`src/rtl/pipeline_pkg.sv`:
```
`default_nettype none
// ============================================================================
// Module      : pipeline_pkg
// Description : Shared types for the pipeline controller. This file holds the
//               FSM state encoding, the register-index width, and the packed
//               bundle of pipeline control outputs with its named values.
// Revision    : 1.0 - initial release
// ============================================================================
package pipeline_pkg;

  localparam int STATE_W = 2;
  localparam int REG_W   = 5;

  typedef enum logic [STATE_W-1:0] {
    ST_RUN      = 2'b00,
    ST_MEM_WAIT = 2'b01,
    ST_ERR      = 2'b10
  } state_e;

  // Control bundle; field order is fixed so the named values below line up
  typedef struct packed {
    logic pc_we;
    logic ifid_hold;
    logic ifid_flush;
    logic idex_hold;
    logic idex_flush;
    logic exmem_hold;
    logic memwb_flush;
  } ctrl_t;

  localparam ctrl_t CTRL_OFF     = 7'b000_0000;
  localparam ctrl_t CTRL_NORMAL  = 7'b100_0000;
  localparam ctrl_t CTRL_BRANCH  = 7'b101_0000;
  localparam ctrl_t CTRL_LOADUSE = 7'b010_0100;
  localparam ctrl_t CTRL_FREEZE  = 7'b010_1011;

endpackage : pipeline_pkg
`default_nettype wire

```
`src/rtl/pipeline_ctrl_if.sv`:
```
`default_nettype none
// ============================================================================
// Module      : pipeline_ctrl_if
// Description : Bundle of hazard/memory status inputs and stall/flush outputs
//               that pass between the datapath (master) and the pipeline
//               controller (slave).
// Revision    : 1.0 - initial release
// ============================================================================
interface pipeline_ctrl_if;
  import pipeline_pkg::*;

  logic               idex_memread_i;
  logic [REG_W-1:0]   idex_rd_i;
  logic [REG_W-1:0]   ifid_rs1_i;
  logic [REG_W-1:0]   ifid_rs2_i;
  logic               branch_taken_i;
  logic               dmem_req_i;
  logic               dmem_ready_i;

  logic               pc_we_o;
  logic               ifid_hold_o;
  logic               ifid_flush_o;
  logic               idex_hold_o;
  logic               idex_flush_o;
  logic               exmem_hold_o;
  logic               memwb_flush_o;
  logic [STATE_W-1:0] state_o;
  logic               err_o;

  modport master (
    output idex_memread_i, idex_rd_i, ifid_rs1_i, ifid_rs2_i,
           branch_taken_i, dmem_req_i, dmem_ready_i,
    input  pc_we_o, ifid_hold_o, ifid_flush_o, idex_hold_o, idex_flush_o,
           exmem_hold_o, memwb_flush_o, state_o, err_o
  );

  modport slave (
    input  idex_memread_i, idex_rd_i, ifid_rs1_i, ifid_rs2_i,
           branch_taken_i, dmem_req_i, dmem_ready_i,
    output pc_we_o, ifid_hold_o, ifid_flush_o, idex_hold_o, idex_flush_o,
           exmem_hold_o, memwb_flush_o, state_o, err_o
  );

endinterface : pipeline_ctrl_if
`default_nettype wire

```
`src/rtl/hazard_detect.sv`:
```
`default_nettype none
// ============================================================================
// Module      : hazard_detect
// Description : Combinational load-use hazard compare. A load in ID/EX whose
//               destination register (not x0) is read by the instruction in
//               IF/ID raises the hazard.
// Revision    : 1.0 - initial release
// ============================================================================
module hazard_detect
  import pipeline_pkg::*;
(
  input  logic             idex_memread_i,
  input  logic [REG_W-1:0] idex_rd_i,
  input  logic [REG_W-1:0] ifid_rs1_i,
  input  logic [REG_W-1:0] ifid_rs2_i,
  output logic             hazard_o
);

  // x0 is hardwired to zero, so a load into it never creates a dependency
  always_comb begin
    hazard_o = idex_memread_i && (idex_rd_i != '0) &&
               ((idex_rd_i == ifid_rs1_i) || (idex_rd_i == ifid_rs2_i));
  end

endmodule : hazard_detect
`default_nettype wire

```
`src/rtl/pipeline_ctrl.sv`:
```
`default_nettype none
// ============================================================================
// Module      : pipeline_ctrl
// Description : Pipeline stall/flush controller. It freezes the pipeline on a
//               data-memory wait, with a timeout into a sticky error state. It
//               stalls one cycle on a load-use hazard and flushes IF/ID on a
//               taken branch.
//               Optional build macro PIPE_PERF_CNT_EN adds saturating stall
//               and flush cycle counters.
// Revision    : 1.0 - initial release
// ============================================================================
module pipeline_ctrl
  import pipeline_pkg::*;
#(
  parameter int MEM_TIMEOUT = 16,
  parameter int CNT_W       = 32
) (
  input  logic             clk_i,
  input  logic             rst_i,
  pipeline_ctrl_if.slave   bus
`ifdef PIPE_PERF_CNT_EN
  ,
  output logic [CNT_W-1:0] stall_cnt_o,
  output logic [CNT_W-1:0] flush_cnt_o
`endif
);

  // Wide enough to hold MEM_TIMEOUT itself
  localparam int WCNT_W = (MEM_TIMEOUT < 2) ? 1 : $clog2(MEM_TIMEOUT + 1);
  localparam logic [WCNT_W-1:0] WCNT_LIMIT = WCNT_W'(MEM_TIMEOUT);
  localparam logic [WCNT_W-1:0] WCNT_ONE   = WCNT_W'(1);

  state_e            state_q, state_d;
  logic [WCNT_W-1:0] wcnt_q, wcnt_d;
  logic              err_q, err_d;
  logic              hazard;
  logic              run_rules;
  ctrl_t             ctrl;

  hazard_detect u_hazard_detect (
    .idex_memread_i (bus.idex_memread_i),
    .idex_rd_i      (bus.idex_rd_i),
    .ifid_rs1_i     (bus.ifid_rs1_i),
    .ifid_rs2_i     (bus.ifid_rs2_i),
    .hazard_o       (hazard)
  );

  // Next state, wait counter and the control bundle for this cycle
  always_comb begin
    state_d   = state_q;
    wcnt_d    = wcnt_q;
    err_d     = err_q;
    ctrl      = CTRL_NORMAL;
    run_rules = 1'b0;

    unique case (state_q)
      ST_RUN: run_rules = 1'b1;
      ST_MEM_WAIT: begin
        if (!bus.dmem_ready_i) begin
          ctrl   = CTRL_FREEZE;
          wcnt_d = wcnt_q + WCNT_ONE;
          if (wcnt_d >= WCNT_LIMIT) begin
            state_d = ST_ERR;
            err_d   = 1'b1;
          end
        end else begin
          // Access completes: release immediately and behave as RUN
          state_d   = ST_RUN;
          wcnt_d    = '0;
          run_rules = 1'b1;
        end
      end
      ST_ERR: ctrl = CTRL_FREEZE;
      default: begin
        state_d = ST_RUN;
        ctrl    = CTRL_FREEZE;
      end
    endcase

    // RUN priority: memory wait, then load-use, then taken branch
    if (run_rules) begin
      if (bus.dmem_req_i && !bus.dmem_ready_i) begin
        ctrl    = CTRL_FREEZE;
        wcnt_d  = WCNT_ONE;
        state_d = ST_MEM_WAIT;
        if (WCNT_ONE >= WCNT_LIMIT) begin
          state_d = ST_ERR;
          err_d   = 1'b1;
        end
      end else if (hazard) begin
        ctrl = CTRL_LOADUSE;
      end else if (bus.branch_taken_i) begin
        ctrl = CTRL_BRANCH;
      end
    end

    // Everything is quiet while reset is held, independent of the clock
    if (!rst_i) begin
      ctrl = CTRL_OFF;
    end
  end

  // State, wait counter and sticky error flag
  always_ff @(posedge clk_i or negedge rst_i) begin
    if (!rst_i) begin
      state_q <= ST_RUN;
      wcnt_q  <= '0;
      err_q   <= 1'b0;
    end else begin
      state_q <= state_d;
      wcnt_q  <= wcnt_d;
      err_q   <= err_d;
    end
  end

  assign bus.pc_we_o       = ctrl.pc_we;
  assign bus.ifid_hold_o   = ctrl.ifid_hold;
  assign bus.ifid_flush_o  = ctrl.ifid_flush;
  assign bus.idex_hold_o   = ctrl.idex_hold;
  assign bus.idex_flush_o  = ctrl.idex_flush;
  assign bus.exmem_hold_o  = ctrl.exmem_hold;
  assign bus.memwb_flush_o = ctrl.memwb_flush;
  assign bus.state_o       = state_q;
  assign bus.err_o         = err_q;

`ifdef PIPE_PERF_CNT_EN
  logic [CNT_W-1:0] stall_cnt_q, stall_cnt_d;
  logic [CNT_W-1:0] flush_cnt_q, flush_cnt_d;

  // Saturating counts of stalled-PC cycles and IF/ID flush cycles
  always_comb begin
    stall_cnt_d = stall_cnt_q;
    flush_cnt_d = flush_cnt_q;
    if (!ctrl.pc_we && (stall_cnt_q != '1)) begin
      stall_cnt_d = stall_cnt_q + CNT_W'(1);
    end
    if (ctrl.ifid_flush && (flush_cnt_q != '1)) begin
      flush_cnt_d = flush_cnt_q + CNT_W'(1);
    end
  end

  // Counter registers
  always_ff @(posedge clk_i or negedge rst_i) begin
    if (!rst_i) begin
      stall_cnt_q <= '0;
      flush_cnt_q <= '0;
    end else begin
      stall_cnt_q <= stall_cnt_d;
      flush_cnt_q <= flush_cnt_d;
    end
  end

  assign stall_cnt_o = stall_cnt_q;
  assign flush_cnt_o = flush_cnt_q;
`endif

endmodule : pipeline_ctrl
`default_nettype wire
```
`src/flat_wrapper.sv`:
```
// flat-port wrapper written by rule: the top's interface ports become plain ports
module pipeline_ctrl_flat import pipeline_pkg::*;
#(
  parameter int MEM_TIMEOUT = 16,
  parameter int CNT_W       = 32
)
  (clk_i, rst_i, bus_idex_memread_i, bus_idex_rd_i, bus_ifid_rs1_i, bus_ifid_rs2_i, bus_branch_taken_i, bus_dmem_req_i, bus_dmem_ready_i, bus_pc_we_o, bus_ifid_hold_o, bus_ifid_flush_o, bus_idex_hold_o, bus_idex_flush_o, bus_exmem_hold_o, bus_memwb_flush_o, bus_state_o, bus_err_o);
  pipeline_ctrl_if bus_i ();
  input  logic clk_i;
  input  logic rst_i;
  input wire logic [$bits(bus_i.idex_memread_i)-1:0] bus_idex_memread_i;
  input wire logic [$bits(bus_i.idex_rd_i)-1:0] bus_idex_rd_i;
  input wire logic [$bits(bus_i.ifid_rs1_i)-1:0] bus_ifid_rs1_i;
  input wire logic [$bits(bus_i.ifid_rs2_i)-1:0] bus_ifid_rs2_i;
  input wire logic [$bits(bus_i.branch_taken_i)-1:0] bus_branch_taken_i;
  input wire logic [$bits(bus_i.dmem_req_i)-1:0] bus_dmem_req_i;
  input wire logic [$bits(bus_i.dmem_ready_i)-1:0] bus_dmem_ready_i;
  output wire logic [$bits(bus_i.pc_we_o)-1:0] bus_pc_we_o;
  output wire logic [$bits(bus_i.ifid_hold_o)-1:0] bus_ifid_hold_o;
  output wire logic [$bits(bus_i.ifid_flush_o)-1:0] bus_ifid_flush_o;
  output wire logic [$bits(bus_i.idex_hold_o)-1:0] bus_idex_hold_o;
  output wire logic [$bits(bus_i.idex_flush_o)-1:0] bus_idex_flush_o;
  output wire logic [$bits(bus_i.exmem_hold_o)-1:0] bus_exmem_hold_o;
  output wire logic [$bits(bus_i.memwb_flush_o)-1:0] bus_memwb_flush_o;
  output wire logic [$bits(bus_i.state_o)-1:0] bus_state_o;
  output wire logic [$bits(bus_i.err_o)-1:0] bus_err_o;
  assign bus_i.idex_memread_i = bus_idex_memread_i;
  assign bus_i.idex_rd_i = bus_idex_rd_i;
  assign bus_i.ifid_rs1_i = bus_ifid_rs1_i;
  assign bus_i.ifid_rs2_i = bus_ifid_rs2_i;
  assign bus_i.branch_taken_i = bus_branch_taken_i;
  assign bus_i.dmem_req_i = bus_dmem_req_i;
  assign bus_i.dmem_ready_i = bus_dmem_ready_i;
  assign bus_pc_we_o = bus_i.pc_we_o;
  assign bus_ifid_hold_o = bus_i.ifid_hold_o;
  assign bus_ifid_flush_o = bus_i.ifid_flush_o;
  assign bus_idex_hold_o = bus_i.idex_hold_o;
  assign bus_idex_flush_o = bus_i.idex_flush_o;
  assign bus_exmem_hold_o = bus_i.exmem_hold_o;
  assign bus_memwb_flush_o = bus_i.memwb_flush_o;
  assign bus_state_o = bus_i.state_o;
  assign bus_err_o = bus_i.err_o;
  pipeline_ctrl #(.MEM_TIMEOUT(MEM_TIMEOUT), .CNT_W(CNT_W)) u_core (.clk_i(clk_i), .rst_i(rst_i), .bus(bus_i));
endmodule
```
`config.mk`:
```
export PLATFORM = sky130hd
export DESIGN_NAME = pipeline_ctrl_flat
export DESIGN_NICKNAME = d
export VERILOG_FILES = /design/src/rtl/pipeline_pkg.sv /design/src/rtl/pipeline_ctrl_if.sv /design/src/rtl/hazard_detect.sv /design/src/rtl/pipeline_ctrl.sv /design/src/flat_wrapper.sv
export SDC_FILE = /design/constraint.sdc
export NUM_CORES = 1
export LEC_CHECK = 0
export CAP_MARGIN = 15
export CORE_MARGIN = 4
export CORE_UTILIZATION = 40
export DETAILED_ROUTE_END_ITERATION = 7
export PLACE_DENSITY = 0.83
export SETUP_SLACK_MARGIN = 0.15
export SLEW_MARGIN = 5
export SYNTH_ARGS = -nofsm -noshare
export SYNTH_HDL_FRONTEND = slang
export SYNTH_SLANG_ARGS = --single-unit
```
`constraint.sdc`:
```
create_clock -name clk_i -period 3 [get_ports clk_i]
set_clock_uncertainty 0.15 [all_clocks]
set_input_delay 0.6 -clock clk_i [delete_from_list [all_inputs] [get_ports clk_i]]
set_output_delay 0.6 -clock clk_i [all_outputs]
set_load 0.005 [all_outputs]
```
==> run summary, run 1 <==
==========================================================================================
Count of final setup violators                                                           0
Post-synthesis cell count                                                               63
Netlist cell types                                                                      26
Max H-tree Level                                                                         1
Number of cells traversed by the worst register-to-register path                         5
Grt met3 use                                                                        0.0518
Die extent in y                                                                    45.4 µm
Clock edge transition at the registers on the reported setup and hold paths        0.05 ns
Antenna violations before repair                                                         0
Routed wire length                                                                 1.52 mm
Synthesis-stage register bit count                                                       8
Share of layout cells above drive strength 1                                         0.194
Pin count of the biggest net entering global routing                                     9
Worst slack on hold paths                                                         0.326 ns
Die width                                                                          45.4 µm
Largest cells by area after synthesis                                         dfrtp_1 (36%), xnor2_1 (16%), a21oi_1 (4.5%)
Drt drc                                                                                  0
Startpoint Class                                                                 input pin
Leakage power total                                                               0.449 nW
Global-route track usage on met2                                                     0.311
TritonCTS clock tree                                                                 built
Fraction of the cycle the final worst path needs                                     0.924
Main flop type after synthesis                                                     dfrtp_1
Minimum clock period                                                               2.77 ns
Total clock sinks                                                                        8
Part of the Yosys area used for sequential elements                                  0.359
Root Buffer Master                                                                clkbuf_4
Endpoint of the worst register-to-register path                               u_core.bus.err_o
Number of port buffers                                                                  30
# IOs                                                                                   31
Worst Path Required                                                                2.25 ns
Post-DP HPWL                                                                       1.29 mm
Buf/Inv on CP                                                                            3
Clock buffer depth                                                                       2
Register-to-register setup slack                                                   1.38 ns
Share of the synthesized area in the top cell type                                   0.359
Setup repair after global routing missed its margin                                  false
Cells along the critical path                                                 dlygate4sd2_1 > or4_1 > o21a_1 > buf_4 > a31o_1 > buf_2
Transition time of the tightest slew-check pin                                    0.435 ns
Family with the most delay on the worst path                                  simple AND/OR/NAND/NOR gates
WHS Path Cells                                                                           1
Endpoint, Worst Hold                                                          u_core.bus.err_o
Worst Slack Setup Final                                                           0.228 ns
Fraction of registers with async set/reset                                            1.00
Via Count                                                                              605
Fillcell total                                                                         118
Count of nets left with antenna violations after detail routing                          0
Total negative setup slack                                                            0 ns
N_diodes                                                                                 0
Initial DRC Count                                                                        0
Areal power density over the cells                                              320 nW/µm²
Hold Path Class                                                               flop to flop
Synthesized Nets                                                                        85
Maximum resistive drop on vdd                                                   0.000269 V
Vias in the first global route                                                         608
Area growth, synth to finish                                                         70.2%
Fmax                                                                               361 MHz
Highest net fanout along the worst path                                                  3
Initial core utilization                                                             0.429
Number of max-cap violations                                                             0
Post-route total power                                                              304 µW
Number of max-slew violations in the final report                                        0
Data arrival time of the critical path                                             2.02 ns
Die Area                                                                          2060 µm²
Placer Congestion                                                                    0.776
Via count normalized by instance count                                                5.13
Post-layout nets                                                                       127
Wire length of the first global-routing pass                                       2.46 mm
Worst max-slew margin expressed relative to the limit                                0.707
Placement Setup Slack                                                            -0.227 ns
Startpoint-to-endpoint class of the critical path                             input pin to output port
Total GRT Usage                                                                      0.165
Routing usage on met1                                                                0.176
Worst R2R Start                                                               u_core.wcnt_q[0]
Mean area per synthesized cell                                                    8.86 µm²
Average wire per standard cell                                                     12.9 µm
Combined area of all synthesized cells                                             558 µm²
Count of flip-flops with a built-in enable after synthesis                               0
Total iterations of the first detailed-routing run                                       1
Hold Violations, Final                                                                   0
Floorplan row count                                                                     13
Post-Route Utilization                                                               0.730
Placeable Area                                                                    1300 µm²
Aggregate global routing overflow                                                        0
Start point of the worst min-delay path                                       u_core.bus.err_o
Outcome                                                                       finished clean
Top cell type by total area after synthesis                                        dfrtp_1
Count of synthesis-stage warnings from yosys                                             0
Cell with the largest stage delay on the worst path                                  or4_1
Delay of the slowest cell on the worst path                                        0.51 ns
Num CTS Buffers                                                                          3
Critical Path End Type                                                         output port
Highest-utilization routing layer at the global route stage                           met2
Later-pin clock latency in the skew report                                         0.24 ns
==========================================================================================
[through the flow]
step	instance area [µm²]	std cells
2_1_floorplan	558	63
3_5_place_dp	907	112
4_1_cts	943	118
5_1_grt	950	118
3_3_place_gp	907	112
6_report	950	118
[cells by family after synthesis]
logic type               Yosys count  share of synthesized area
AND/OR/NAND/NOR                   22                      0.204
AO/OA/AOI/OAI                     16                      0.184
XOR/XNOR                          11                      0.173
flip-flops                         8                      0.359
buffers and inverters              4                     0.0404
multiplexers                       1                     0.0179
adder cells (fa/ha/maj)            1                     0.0224
[state kept, by name, summed over array words and instances (netlist names)]
| signal | flops |
|---|---|
| u_core.bus.err_o | 1 |
| u_core.bus.state_o | 2 |
| u_core.wcnt_q | 5 |
[how the worst max path moves through the flow]
stage                           from           endpoint  slack, ns  cells after the start
detailed placement  bus_idex_rd_i[2]        bus_pc_we_o      -0.23                      5
finish              bus_idex_rd_i[1]    bus_ifid_hold_o       0.23                      6
CTS                 bus_dmem_ready_i  bus_memwb_flush_o       0.15                      6
floorplan           bus_idex_rd_i[1]    bus_ifid_hold_o       0.72                      3
global placement    bus_idex_rd_i[2]   bus_ifid_flush_o      -0.21                      5
global route        bus_idex_rd_i[0]   bus_idex_flush_o       0.17                      6
[layer usage]
layer / vias up / part of all wire / wire, µm
li1: 303 / - / -
met1: 271 / 0.42 / 634
met2: 27 / 0.49 / 745
met3: 4 / 0.083 / 126
met4: 0 / 0.0098 / 15
met5: - / 0 / 0
[synth_stat cells (all sizes together) (2+ instances only)]
| library cell | instances |
|---|---|
| buf | 2 |
| nand2 | 5 |
| nor3 | 4 |
| nor2b | 2 |
| dfrtp | 8 |
| nand3 | 5 |
| inv | 2 |
| a21oi | 5 |
| nor2 | 2 |
| xnor2 | 10 |
| o21ai | 3 |
[where the power goes]
group	switching (mW)	internal, mW	total [mW]
logic	0.0386	0.0609	0.0995
registers	0.0102	0.117	0.127
clock network	0.0315	0.0454	0.0770
total	0.0803	0.223	0.304
[repair_timing]
action / 4_1_cts / 5_1_grt
hold endpoints to repair: 0 / 0
hold buffers: 0 / 0
endpoints found under the setup margin: 7 / 5
resized for setup: 15 / 8
pin swaps: 2 / 0
buffers inserted: 3 / 0
[cells in the final DEF, fill, tap and decap left out, types with 2 or more instances in the layout]
| cell type | synthesis | layout |
|---|---|---|
| dlygate4sd2_1 | 0 | 6 |
| clkdlybuf4s50_1 | 0 | 18 |
| dlymetal6s2s_1 | 0 | 2 |
| nand3_1 | 5 | 5 |
| clkbuf_2 | 0 | 2 |
| a21oi_1 | 5 | 5 |
| xnor2_1 | 10 | 10 |
| clkbuf_4 | 0 | 3 |
| nand2_1 | 5 | 5 |
| inv_1 | 2 | 2 |
| o21ai_0 | 3 | 3 |
| nor2b_1 | 2 | 2 |
| dfrtp_1 | 8 | 8 |
| nor3_1 | 4 | 4 |
| buf_4 | 2 | 9 |
[cell type report]
cell class	instances	area, µm²	area share
Clock buffer	3	22.5	0.0237
Inverter	2	7.51	0.00791
Multi-Input combinational cell	51	350	0.369
Sequential cell	8	200	0.211
Tap cell	15	18.8	0.0198
Timing Repair Buffer	39	350	0.369
Power figures use the tool's default switching activity.
==> inputs of run 2 (changes only) <==
CAP_MARGIN = not set   (was 15)
==> results of run 2 <==
The final DEF is identical to that of run 1; final timing and power are the same.
==> inputs of run 3 (changes only) <==
PLACE_DENSITY = 0.79   (was 0.83)
==> run 3 against run 2 <==
Effect of this change:
- sequential cell count unchanged
- worst setup slack got worse by 0.023 ns
- core utilization decreased by 1.4 points
- count of clock-buffer cells in the layout unchanged
- combinational power decreased by 2%
- critical endpoint unchanged
==> run summary, run 3 (same netlist as run 1, synthesis figures left out) <==
==========================================================================================
Die Area                                                                          2060 µm²   unchanged
First element of the critical path                                            bus_idex_rd_i[1]
Vias in the first global route                                                         634   +4.3%
Register-to-register setup slack                                                   1.41 ns   +0.03 ns
Count of placed standard cells in the final layout, fillers left out                   116   -1.7%
Minimum clock period                                                               2.79 ns   +0.0226 ns
Count of final setup violators                                                           0   unchanged
Wire length of the first global-routing pass                                       2.64 mm   +7.0%
Outcome                                                                       finished clean
Number of port buffers                                                                  30   unchanged
Cts hold-fix bufs                                                                        0   unchanged
Fillcell total                                                                         120   +1.7%
TritonCTS clock tree                                                                 built
Total clock sinks                                                                        8   unchanged
Area growth, synth to finish                                                         66.8%
Average wire per standard cell                                                     13.6 µm   +5.1%
Data arrival time of the critical path                                             2.04 ns   +0.02 ns
Total iterations of the first detailed-routing run                                       4   +3
Worst slack on hold paths                                                         0.321 ns   -0.00467 ns
N_diodes                                                                                 0   unchanged
Via count normalized by instance count                                                5.21   +1.6%
Routing usage on met1                                                                0.204   +0.0288
Worst R2R Start                                                               u_core.wcnt_q[0]
Post-route standard cell area excluding fillers                                    931 µm²   -2.0%
Placer Congestion                                                                    0.759   -2.2%
Number of cells traversed by the worst register-to-register path                         5   unchanged
Hold Violations, Final                                                                   0   unchanged
Pin count of the biggest net entering global routing                                     9   unchanged
Cell count after placement                                                             111   -0.89%
Die width                                                                          45.4 µm   unchanged
Highest-utilization routing layer at the global route stage                           met2
Drt drc                                                                                  0   unchanged
Endpoint of the worst register-to-register path                               u_core.bus.err_o
Fmax                                                                               358 MHz   -0.81%
Worst max-slew margin expressed relative to the limit                                0.660   -0.0471
Number of max-cap violations                                                             0   unchanged
Fraction of the cycle the final worst path needs                                     0.932   +0.00752
Initial core utilization                                                             0.429   unchanged
Via Count                                                                              604   -0.17%
Setup repair after global routing missed its margin                                  false
Post-DP HPWL                                                                       1.26 mm   -2.0%
Later-pin clock latency in the skew report                                         0.25 ns   about the same
Most flops, register                                                          u_core.wcnt_q
Highest-count cells in the layout ignoring fill and taps                      clkdlybuf4s50_1 (18), xnor2_1 (10), dlygate4sd2_1 (9), dfrtp_1 (8), buf_4 (7)
Worst Path Required                                                                2.25 ns   about the same
Num CTS Buffers                                                                          3   unchanged
Transition time of the tightest slew-check pin                                    0.505 ns   +0.0700 ns
Leakage power total                                                               0.422 nW   -6.0%
Hold Path Class                                                               flop to flop
Antenna violations before repair                                                         0   unchanged
Die extent in y                                                                    45.4 µm   unchanged
Global-route track usage on met2                                                     0.294   -0.0169
Critical Path End Type                                                         output port
Grt met3 use                                                                        0.0478   -0.00398
Maximum resistive drop on vdd                                                   0.000283 V   +5.2%
Clock edge transition at the registers on the reported setup and hold paths        0.05 ns   about the same
Max reg flops                                                                            5   unchanged
Highest net fanout along the worst path                                                  3   unchanged
Post-Place Cell Area                                                               900 µm²   -0.83%
Root Buffer Master                                                                clkbuf_4
Areal power density over the cells                                              328 nW/µm²   +2.7%
Initial DRC Count                                                                       10   +10
Share of layout cells above drive strength 1                                         0.168   -0.0259
Routed wire length                                                                 1.57 mm   +3.3%
Crit path to                                                                  bus_ifid_hold_o
Startpoint Class                                                                 input pin
Clock buffer depth                                                                       2   unchanged
Aggregate global routing overflow                                                        0   unchanged
# IOs                                                                                   31   unchanged
Total GRT Usage                                                                      0.177   +0.0120
Number of max-slew violations in the final report                                        0   unchanged
Startpoint-to-endpoint class of the critical path                             input pin to output port
Placeable Area                                                                    1300 µm²   unchanged
Post-layout nets                                                                       125   -1.6%
Max H-tree Level                                                                         1   unchanged
Count of nets left with antenna violations after detail routing                          0   unchanged
Most frequent standard cell in the layout excluding fill and tap cells        clkdlybuf4s50_1
Floorplan row count                                                                     13   unchanged
==========================================================================================
==> run 3: cell types whose count changed in the layout (fill, tap and decap cells not counted) <==
cell            delta
dlygate4sd2_1      +3
buf_4              -2
clkbuf_2           -2
dlymetal6s2s_1     -2
buf_2              +1
==> run 3: cell type report <==
cell class              instances  area (µm²)  area share
multi-input cells              51         350       0.376
well taps                      15        18.8      0.0202
repair buffers                 37         332       0.356
clock buffers                   3        22.5      0.0242
flip-flops and latches          8         200       0.215
inverters                       2        7.51     0.00806
==> run 3: worst min path at each step <==
stage                       end        startpoint  depth (start not counted)
2_1_floorplan  u_core.bus.err_o             rst_i                          0
3_3_place_gp   u_core.bus.err_o  u_core.bus.err_o                          1
3_5_place_dp   u_core.bus.err_o  u_core.bus.err_o                          1
4_1_cts        u_core.bus.err_o  u_core.bus.err_o                          1
5_1_grt        u_core.bus.err_o  u_core.bus.err_o                          1
6_report       u_core.bus.err_o  u_core.bus.err_o                          1
==> run 3: report_power, final <==
group | total (mW) | switching (mW) | internal (mW)
combinational | 0.0977 | 0.0385 | 0.0592
clock | 0.0801 | 0.0345 | 0.0456
sequential | 0.128 | 0.0109 | 0.117
==> run 3: timing repair <==
item | CTS | global route
setup buffers | 2 | 0
resized for setup | 19 | 3
pin swaps | 2 | 2
endpoints found under the setup margin | 7 | 2
==> run 3: worst max-delay path, stage by stage <==
cell and delay [ns]:
dlygate4sd2_1 0.24, or4_1 0.52, o21a_1 0.21, a31o_1 0.21, dlygate4sd2_1 0.26
==> run 3: routing by layer <==
metal  vias to the layer above  part of all wire
met1                       269              0.43
met3                         3              0.11
li1                        300                 -
met5                         -                 0
met4                         0            0.0083
met2                        32              0.45
==> run 3: metrics by stage <==
step                setup WS, ns  power, mW  TNS (ns)   util
global placement          -0.200      0.224    -0.795  0.691
detailed placement        -0.228      0.229    -0.877  0.691
finish                     0.205      0.306         0  0.715
CTS                        0.160      0.309         0  0.708
floorplan                  0.720      0.170         0      -
global route               0.158      0.330         0  0.715
